## config.mk

```make
export PLATFORM = sky130hd
export DESIGN_NAME = seq_multiplier_flat
export DESIGN_NICKNAME = d
export VERILOG_FILES = /design/src/rtl/seq_multiplier_if.sv /design/src/rtl/seq_multiplier.sv /design/src/flat_wrapper.sv
export SDC_FILE = /design/constraint.sdc
export NUM_CORES = 1
export LEC_CHECK = 0
export ABC_AREA = 1
export BUFFER_PORTS_ARGS = -buffer_cell sky130_fd_sc_hd__buf_2
export CORE_MARGIN = 2
export CORE_UTILIZATION = 30
export DETAILED_ROUTE_END_ITERATION = 16
export GPL_ROUTABILITY_DRIVEN = 0
export PLACE_DENSITY_LB_ADDON = 0.25
export SYNTH_ARGS = -nofsm -noshare
export SYNTH_HDL_FRONTEND = slang
export SYNTH_SLANG_ARGS = --single-unit
```

## constraint.sdc

```tcl
create_clock -name clk -period 6.5 [get_ports clk]
set_input_delay 1.3 -clock clk [delete_from_list [all_inputs] [get_ports clk]]
set_output_delay 1.3 -clock clk [all_outputs]
set_load 0.02 [all_outputs]
```

## src/rtl/seq_multiplier_if.sv

```systemverilog
// Multiply handshake between the factorial controller (master) and the
// sequential multiplier (slave): operands plus start/clear out, product plus done back.
interface seq_multiplier_if #(
    parameter int WIDTH = 64
);
    logic                   op_start;
    logic                   op_clear;
    logic [WIDTH-1:0]       multiplier;
    logic [WIDTH-1:0]       multiplicand;
    logic [2*WIDTH-1:0]     result;
    logic                   op_done;

    modport master (
        output op_start, op_clear, multiplier, multiplicand,
        input  result, op_done
    );

    modport slave (
        input  op_start, op_clear, multiplier, multiplicand,
        output result, op_done
    );
endinterface

```

## src/rtl/seq_multiplier.sv

```systemverilog
// Radix-2 shift-add unsigned multiplier: one multiplier bit per clock, fixed
// WIDTH-cycle latency, product held with op_done until op_clear or reset.
module seq_multiplier #(
    parameter int WIDTH = 64,
    parameter int CNT_W = 7
) (
    input  logic             clk,
    input  logic             reset_n,
    seq_multiplier_if.slave  bus
);
    typedef enum logic [1:0] {
        IDLE = 2'b00,
        BUSY = 2'b01,
        DONE = 2'b10
    } state_t;

    localparam logic [CNT_W-1:0] LAST_CNT = CNT_W'(WIDTH - 1);

    state_t                 r_state;
    logic [WIDTH-1:0]       r_m;
    logic [2*WIDTH-1:0]     r_b;
    logic [2*WIDTH-1:0]     r_acc;
    logic [CNT_W-1:0]       r_cnt;
    logic [2*WIDTH-1:0]     r_result;
    logic                   r_done;

    state_t                 w_state_nxt;
    logic [WIDTH-1:0]       w_m_nxt;
    logic [2*WIDTH-1:0]     w_b_nxt;
    logic [2*WIDTH-1:0]     w_acc_nxt;
    logic [CNT_W-1:0]       w_cnt_nxt;
    logic [2*WIDTH-1:0]     w_result_nxt;
    logic                   w_done_nxt;
    logic [2*WIDTH-1:0]     w_acc_sum;

    // Partial sum including this cycle's conditional add; the product can
    // never exceed 2*WIDTH bits, so the wrap is never exercised.
    assign w_acc_sum = r_acc + (r_m[0] ? r_b : '0);

    always_comb begin
        // NOTE: every output gets a default first so no path leaves one unassigned (no latches).
        w_state_nxt  = r_state;
        w_m_nxt      = r_m;
        w_b_nxt      = r_b;
        w_acc_nxt    = r_acc;
        w_cnt_nxt    = r_cnt;
        w_result_nxt = r_result;
        w_done_nxt   = r_done;

        if (bus.op_clear) begin
            w_state_nxt  = IDLE;
            w_m_nxt      = '0;
            w_b_nxt      = '0;
            w_acc_nxt    = '0;
            w_cnt_nxt    = '0;
            w_result_nxt = '0;
            w_done_nxt   = 1'b0;
        end else begin
            case (r_state)
                IDLE: begin
                    if (bus.op_start) begin
                        w_m_nxt     = bus.multiplier;
                        w_b_nxt     = {{WIDTH{1'b0}}, bus.multiplicand};
                        w_acc_nxt   = '0;
                        w_cnt_nxt   = '0;
                        w_state_nxt = BUSY;
                    end
                end
                BUSY: begin
                    w_acc_nxt = w_acc_sum;
                    w_b_nxt   = r_b << 1;
                    w_m_nxt   = r_m >> 1;
                    w_cnt_nxt = r_cnt + CNT_W'(1);
                    if (r_cnt == LAST_CNT) begin
                        w_result_nxt = w_acc_sum;
                        w_done_nxt   = 1'b1;
                        w_state_nxt  = DONE;
                    end
                end
                DONE: begin
                    // Held until clear or reset; op_start is deliberately ignored here.
                end
                default: begin
                    w_state_nxt = IDLE;
                end
            endcase
        end
    end

    // NOTE: sequential state uses non-blocking assignments so all registers update together.
    always_ff @(posedge clk) begin
        if (!reset_n) begin
            r_state  <= IDLE;
            r_m      <= '0;
            r_b      <= '0;
            r_acc    <= '0;
            r_cnt    <= '0;
            r_result <= '0;
            r_done   <= 1'b0;
        end else begin
            r_state  <= w_state_nxt;
            r_m      <= w_m_nxt;
            r_b      <= w_b_nxt;
            r_acc    <= w_acc_nxt;
            r_cnt    <= w_cnt_nxt;
            r_result <= w_result_nxt;
            r_done   <= w_done_nxt;
        end
    end

    assign bus.result  = r_result;
    assign bus.op_done = r_done;
endmodule

```

## src/flat_wrapper.sv

```systemverilog
// flat-port wrapper written by rule: the top's interface ports become plain ports
module seq_multiplier_flat 
#(
    parameter int WIDTH = 64,
    parameter int CNT_W = 7
)
  (clk, reset_n, bus_op_start, bus_op_clear, bus_multiplier, bus_multiplicand, bus_result, bus_op_done);
  seq_multiplier_if #(.WIDTH(WIDTH)) bus_i ();
  input  logic clk;
  input  logic reset_n;
  input wire logic [$bits(bus_i.op_start)-1:0] bus_op_start;
  input wire logic [$bits(bus_i.op_clear)-1:0] bus_op_clear;
  input wire logic [$bits(bus_i.multiplier)-1:0] bus_multiplier;
  input wire logic [$bits(bus_i.multiplicand)-1:0] bus_multiplicand;
  output wire logic [$bits(bus_i.result)-1:0] bus_result;
  output wire logic [$bits(bus_i.op_done)-1:0] bus_op_done;
  assign bus_i.op_start = bus_op_start;
  assign bus_i.op_clear = bus_op_clear;
  assign bus_i.multiplier = bus_multiplier;
  assign bus_i.multiplicand = bus_multiplicand;
  assign bus_result = bus_i.result;
  assign bus_op_done = bus_i.op_done;
  seq_multiplier #(.WIDTH(WIDTH), .CNT_W(CNT_W)) u_core (.clk(clk), .reset_n(reset_n), .bus(bus_i));
endmodule
```

* Yosys cells after proc, flatten, opt, wreduce, memory -nomap -nowiden
Index checks and enable logic that the tools add are counted.
Word-level totals: register bits after elaboration 458, bits in latches 0, bits in writable memories 0, ROM bits 0, bits of input ports 132, output and inout bits 129, word-level logic and storage cells 34, memories kept 0
Operators by class: $add $sub $neg 2, multiply operators 0, div/mod/pow operators 0, magnitude comparators 0, eq/ne operators 5, shift-type cells 0, muxes and demuxes 12, bitwise gates (word level) 2, reductions and logical operators 6
Operators with widths (number):
- case mux 128 bit (2 select lines) | 2
- 2-to-1 mux 128 bit | 3
- adder 128 bit | 1
- case mux 64 bit (2 select lines) | 1
- 2-to-1 mux 64 bit | 1
- case mux 7 bit (2 select lines) | 1
- adder 7 x 1 -> 7 bit (second input constant) | 1
- equality test 7 x 6 -> 1 bit (second input constant) | 1
- 2-to-1 mux 7 bit | 1
- case mux 2 bit (3 select lines) | 1
- 2-to-1 mux 2 bit | 2
- AND reduction 2 bit | 2
- AND reduction 3 bit | 1
- equality test 2 x 1 -> 1 bit (second input constant) | 1
- equality test 2 bit (second input constant) | 1
- zero test 2 bit | 1
- != test 2 x 1 -> 1 bit (second input constant) | 1
- != test 2 bit (second input constant) | 1
- inverter 1 bit | 2
- nonzero test 2 bit | 1
- OR reduction 2 bit | 1

* Depth between registers and ports, before layout
word-level depth 3, gate-level depth with buffers 24, depth with buffers taken out 22

* Least setup slack after synthesis
Ideal clock, no wire load.
kind register to register, start point register u_core.r_m[0], end point register u_core.r_acc[48], setup time 0.132 ns, arrival 2.471 ns, required time 6.368 ns, setup slack 3.897 ns, cell stages (with the launch flop) 18, buffers on the path 2, clock period less this slack 2.603 ns, cell sequence dfxtp_1 > clkbuf_1 > clkbuf_1 > nand2_1 > inv_1 > ha_1 > fa_1 > nand3_1 > nand3_2 > nand2_1 > nand2_1 > nand2_1 > nand2_1 > nand2_1 > nand3_2 > or2_2 > nand3_1 > a21oi_1
Between the ends: longest elaborated chain between the ends 3
RTL lines:
- start: declaration | line seq_multiplier.sv:20 | logic [WIDTH-1:0] r_m;
- start signal: assignment | line seq_multiplier.sv:102 | r_m <= w_m_nxt;
- 2-to-1 mux 128 bit | line seq_multiplier.sv:38 | assign w_acc_sum = r_acc + (r_m[0] ? r_b : '0);
- adder 128 bit | line seq_multiplier.sv:38
- case mux 128 bit (2 select lines) | line seq_multiplier.sv:59 | case (r_state)
- end signal: assignment | line seq_multiplier.sv:104 | r_acc <= w_acc_nxt;
- end: declaration | line seq_multiplier.sv:22 | logic [2*WIDTH-1:0] r_acc;
No other way between the ends. A chain may end at the register's enable or synchronous reset.

* Worst setup path after layout
start point register u_core.r_m[0], end point register u_core.r_result[108], in the netlist u_core.bus.result[108]
Between the ends: longest elaborated chain between the ends 2
RTL lines:
- 2-to-1 mux 128 bit | line seq_multiplier.sv:38
- adder 128 bit | line seq_multiplier.sv:38
- end signal: assignment | line seq_multiplier.sv:106 | r_result <= w_result_nxt;
- end: declaration | line seq_multiplier.sv:24 | logic [2*WIDTH-1:0] r_result;
No other way between the ends.

==> reports/results.tsv <==
stage	metric	value	unit
timing	rsz0062_at_grt	no	
layout	area_growth	14.4	%
synthesis	synth_top_area_cell	nand2_1	
power_and_ir_drop	finalPower	6590	uW
grt	grt_overflow	0	
layout	nFillCells	11900	
layout	layout.cells.non_filler	7214	
setup_path	critPathSlowestCell	dfxtp_4	
timing	finalHoldViolCount	0	
setup_path	rrSetupSlack	2.44	ns
setup_path	crit_path_max_incr_delay	0.89	ns
cts	postCtsHoldBufs	0	
timing	fmax	247	MHz
cts	cts_root_buf	clkbuf_16	
drt	drt.antenna.violating_nets	0	
setup_path	cp.buffers_inverters	5	
setup_path	worst_path_dominant_cell_family	compound AO/OA/AOI/OAI gates	
timing	period_share	62.4	%
placement	place_hpwl	93.7	mm
synthesis	netlist_area	0.0319	mm^2
floorplanning	initial_core_util	30.3	%
cts	cts_resized	0	
floorplanning	die_h	330	um
grt	grt_max_degree	181	
timing	fin_skew	0.0541	ns
setup_path	path_class	flip-flop to flip-flop	
drt	drt-initial-drc-count	2983	
timing	tightestPinTransition	1.16	ns
floorplanning	die_x	330	um
grt	grt_antenna_before_repair	5	
drt	dr.pass1.iters	7	
setup_path	crit_fanout	71	
floorplanning	num_rows	119	
layout	final_nets	6040	
placement	portBuffers	260	
floorplanning	num_io_pins	261	
setup_path	crit_top_cell	nand2_1	
drt	wl	122	mm
grt	track_usage	22.0	%
synthesis	syn-num-nets	5882	
layout	drive_gt1_share	8.47	%
drt	via_per_inst	4.68	
synthesis	netlist-cell-type-count	44	
setup_path	start_kind	flip-flop	
timing	setup_violations	0	
power_and_ir_drop	power_leakage	0.0195	uW
job	drv_cap	0	
cts	cts_buffers	56	
cts	htree_levels	2	
synthesis	yosys-top-cells-area	nand2_1 (30%), dfxtp_1 (29%), inv_1 (12%)	
cts	numClockSinks	458	
cts	clock_path_buffers	3	
timing	layout_min_cycle_time	4.06	ns
timing	fin_setup_tns	0	ns
layout	final_area	0.0364	mm^2
timing	relSlewSlack	22.7	%
setup_path	critPathCaptureType	flip-flop	
floorplanning	dieArea	0.109	mm^2
synthesis	syn_area_per_cell	5.67	um^2
min_path	hp-class	flip-flop to flip-flop	
cts	cts_setup_buffers	0	
cts	cts_tree	done	
drt	drc	0	
floorplanning	core_region_area	0.105	mm^2
setup_path	crit_chain	buf_4, nand2_1, inv_1, ha_1, nand2_1, inv_1, a21oi_1, a21boi_0, nand2_1, inv_1, nand2_1, a21oi_1, nand3_1, nand2_1, nand2_1, nand2_1, inv_1	
placement	placed_area	0.0344	mm^2
setup_path	cp.arrival	4.59	ns
cts	clk_latency	0.67	ns
drt	wire_per_inst	16.9	um
grt	grt_pass1_vias	31700	
drt	num_vias	33800	
synthesis	synthCells	5621	
synthesis	yosysWarnings	0	
synthesis	yosysSeqAreaShare	28.8	%
power_and_ir_drop	cellPowerDensity	181	mW/mm^2
grt	grt_pass1_wl	186	mm
synthesis	synth_top_area_share	29.8	%
cts	clk_pin_slew	0.07	ns
layout	final_util	34.6	%
timing	drv_slew	0	
power_and_ir_drop	ir_worst_vdd	0.203	mV
status	outcome	finished clean	
synthesis	ys_seq_elements	458	
setup_path	worst-endpoint-required	7.03	ns
placement	place.detailed.instances	7112	
[area by class of cell]
type | instances | area, um^2 | area share, %
Timing Repair Buffer | 274 | 1490 | 4.10
Multi-Input combinational cell | 3911 | 17900 | 49.3
Antenna cell | 1 | 2.50 | 0.00687
Clock buffer | 80 | 1660 | 4.56
Inverter | 1078 | 4060 | 11.1
Tap cell | 1391 | 1740 | 4.78
Sequential cell | 458 | 9170 | 25.2
Clock inverter | 21 | 360 | 0.989
[kinds of logic (layout without fill, tap and decap cells)]
| kind of cell | after synthesis | after routing | share of synthesized area, % |
|---|---|---|---|
| adder cells (fa/ha/maj) | 129 | 129 | 5.09 |
| XOR/XNOR | 55 | 55 | 1.54 |
| other | 0 | 1 | 0 |
| AND/OR/NAND/NOR | 3121 | 3121 | 38.9 |
| flip-flops | 458 | 458 | 28.8 |
| buffers and inverters | 1252 | 1453 | 14.9 |
| AO/OA/AOI/OAI | 606 | 606 | 10.8 |
[tightest hold or removal path, cell delays in order (launching register included)]
cell,delay [ns]
dfxtp_1,0.31
nand2_1,0.06
a21oi_1,0.05
[synth_stat cells]
cell type,n
nand2_1,2529
inv_1,1036
dfxtp_1,458
a21oi_1,333
nor2_1,278
nand3_1,187
ha_1,128
a31oi_1,126
clkbuf_1,121
o21a_1,50
o21ai_0,50
xor2_1,45
buf_2,43
inv_2,38
nor2_2,32
o21bai_1,22
nand3b_1,17
nand2_2,14
nand3_2,14
nor3_1,14
nor3_2,12
o211ai_1,12
xnor2_1,9
buf_1,8
or2_2,8
a21o_1,6
or2_0,5
clkinv_1,4
nand4_1,4
a211oi_1,2
nor4_1,2
or2_1,2
a21boi_0,1
a221oi_1,1
a22o_1,1
a22oi_1,1
and2_1,1
buf_4,1
clkbuf_2,1
fa_1,1
nor2_4,1
nor4_2,1
o21ai_1,1
xor2_2,1
[worst paths after layout]
check                   startpoint                     end  cells after the start
max                  u_core.r_m[0]  u_core.bus.result[108]                     17
min          u_core.bus.result[20]   u_core.bus.result[20]                      2
max reg2reg          u_core.r_m[0]  u_core.bus.result[108]                     17
min reg2reg  u_core.bus.result[20]   u_core.bus.result[20]                      2
[cells in the final DEF (no fill, tap or decap), types with 37 or more instances in the layout]
master	netlist	layout
a21oi_1	333	333
a31oi_1	126	126
buf_2	43	260
clkbuf_16	0	56
dfxtp_1	458	457
ha_1	128	128
inv_1	1036	1035
inv_2	38	37
nand2_1	2529	2529
nand3_1	187	187
nor2_1	278	276
o21a_1	50	50
o21ai_0	50	50
xor2_1	45	45
[state kept, by name, indices dropped and copies added (netlist names)]
name and cells:
u_core.bus.op_done 1, u_core.bus.result 128, u_core.r_acc 128, u_core.r_b 128
u_core.r_cnt 7, u_core.r_m 64, u_core.r_state 2
[routing by layer]
layer,vias to the layer above,wire length [um],global-route usage [%]
li1,17200,-,-
met5,-,8,0
met2,1101,50200,32.9
met3,216,9380,3.55
met1,15300,57400,31.5
met4,2,5090,8.50
[report_power, final]
part | switching [uW] | total [uW] | internal, uW
clock network | 1380 | 3440 | 2060
registers | 23.6 | 2860 | 2830
logic | 215 | 292 | 76.7
total | 1620 | 6590 | 4970
[through the flow]
step	setup WS, ns	hold WS, ns
after CTS	2.61	0.462
final	2.44	0.462
after detailed placement	2.66	0.453
after floorplan	3.90	0.440
after global placement	2.65	0.446
after global routing	2.13	0.472
Power figures use the tool's default switching activity.
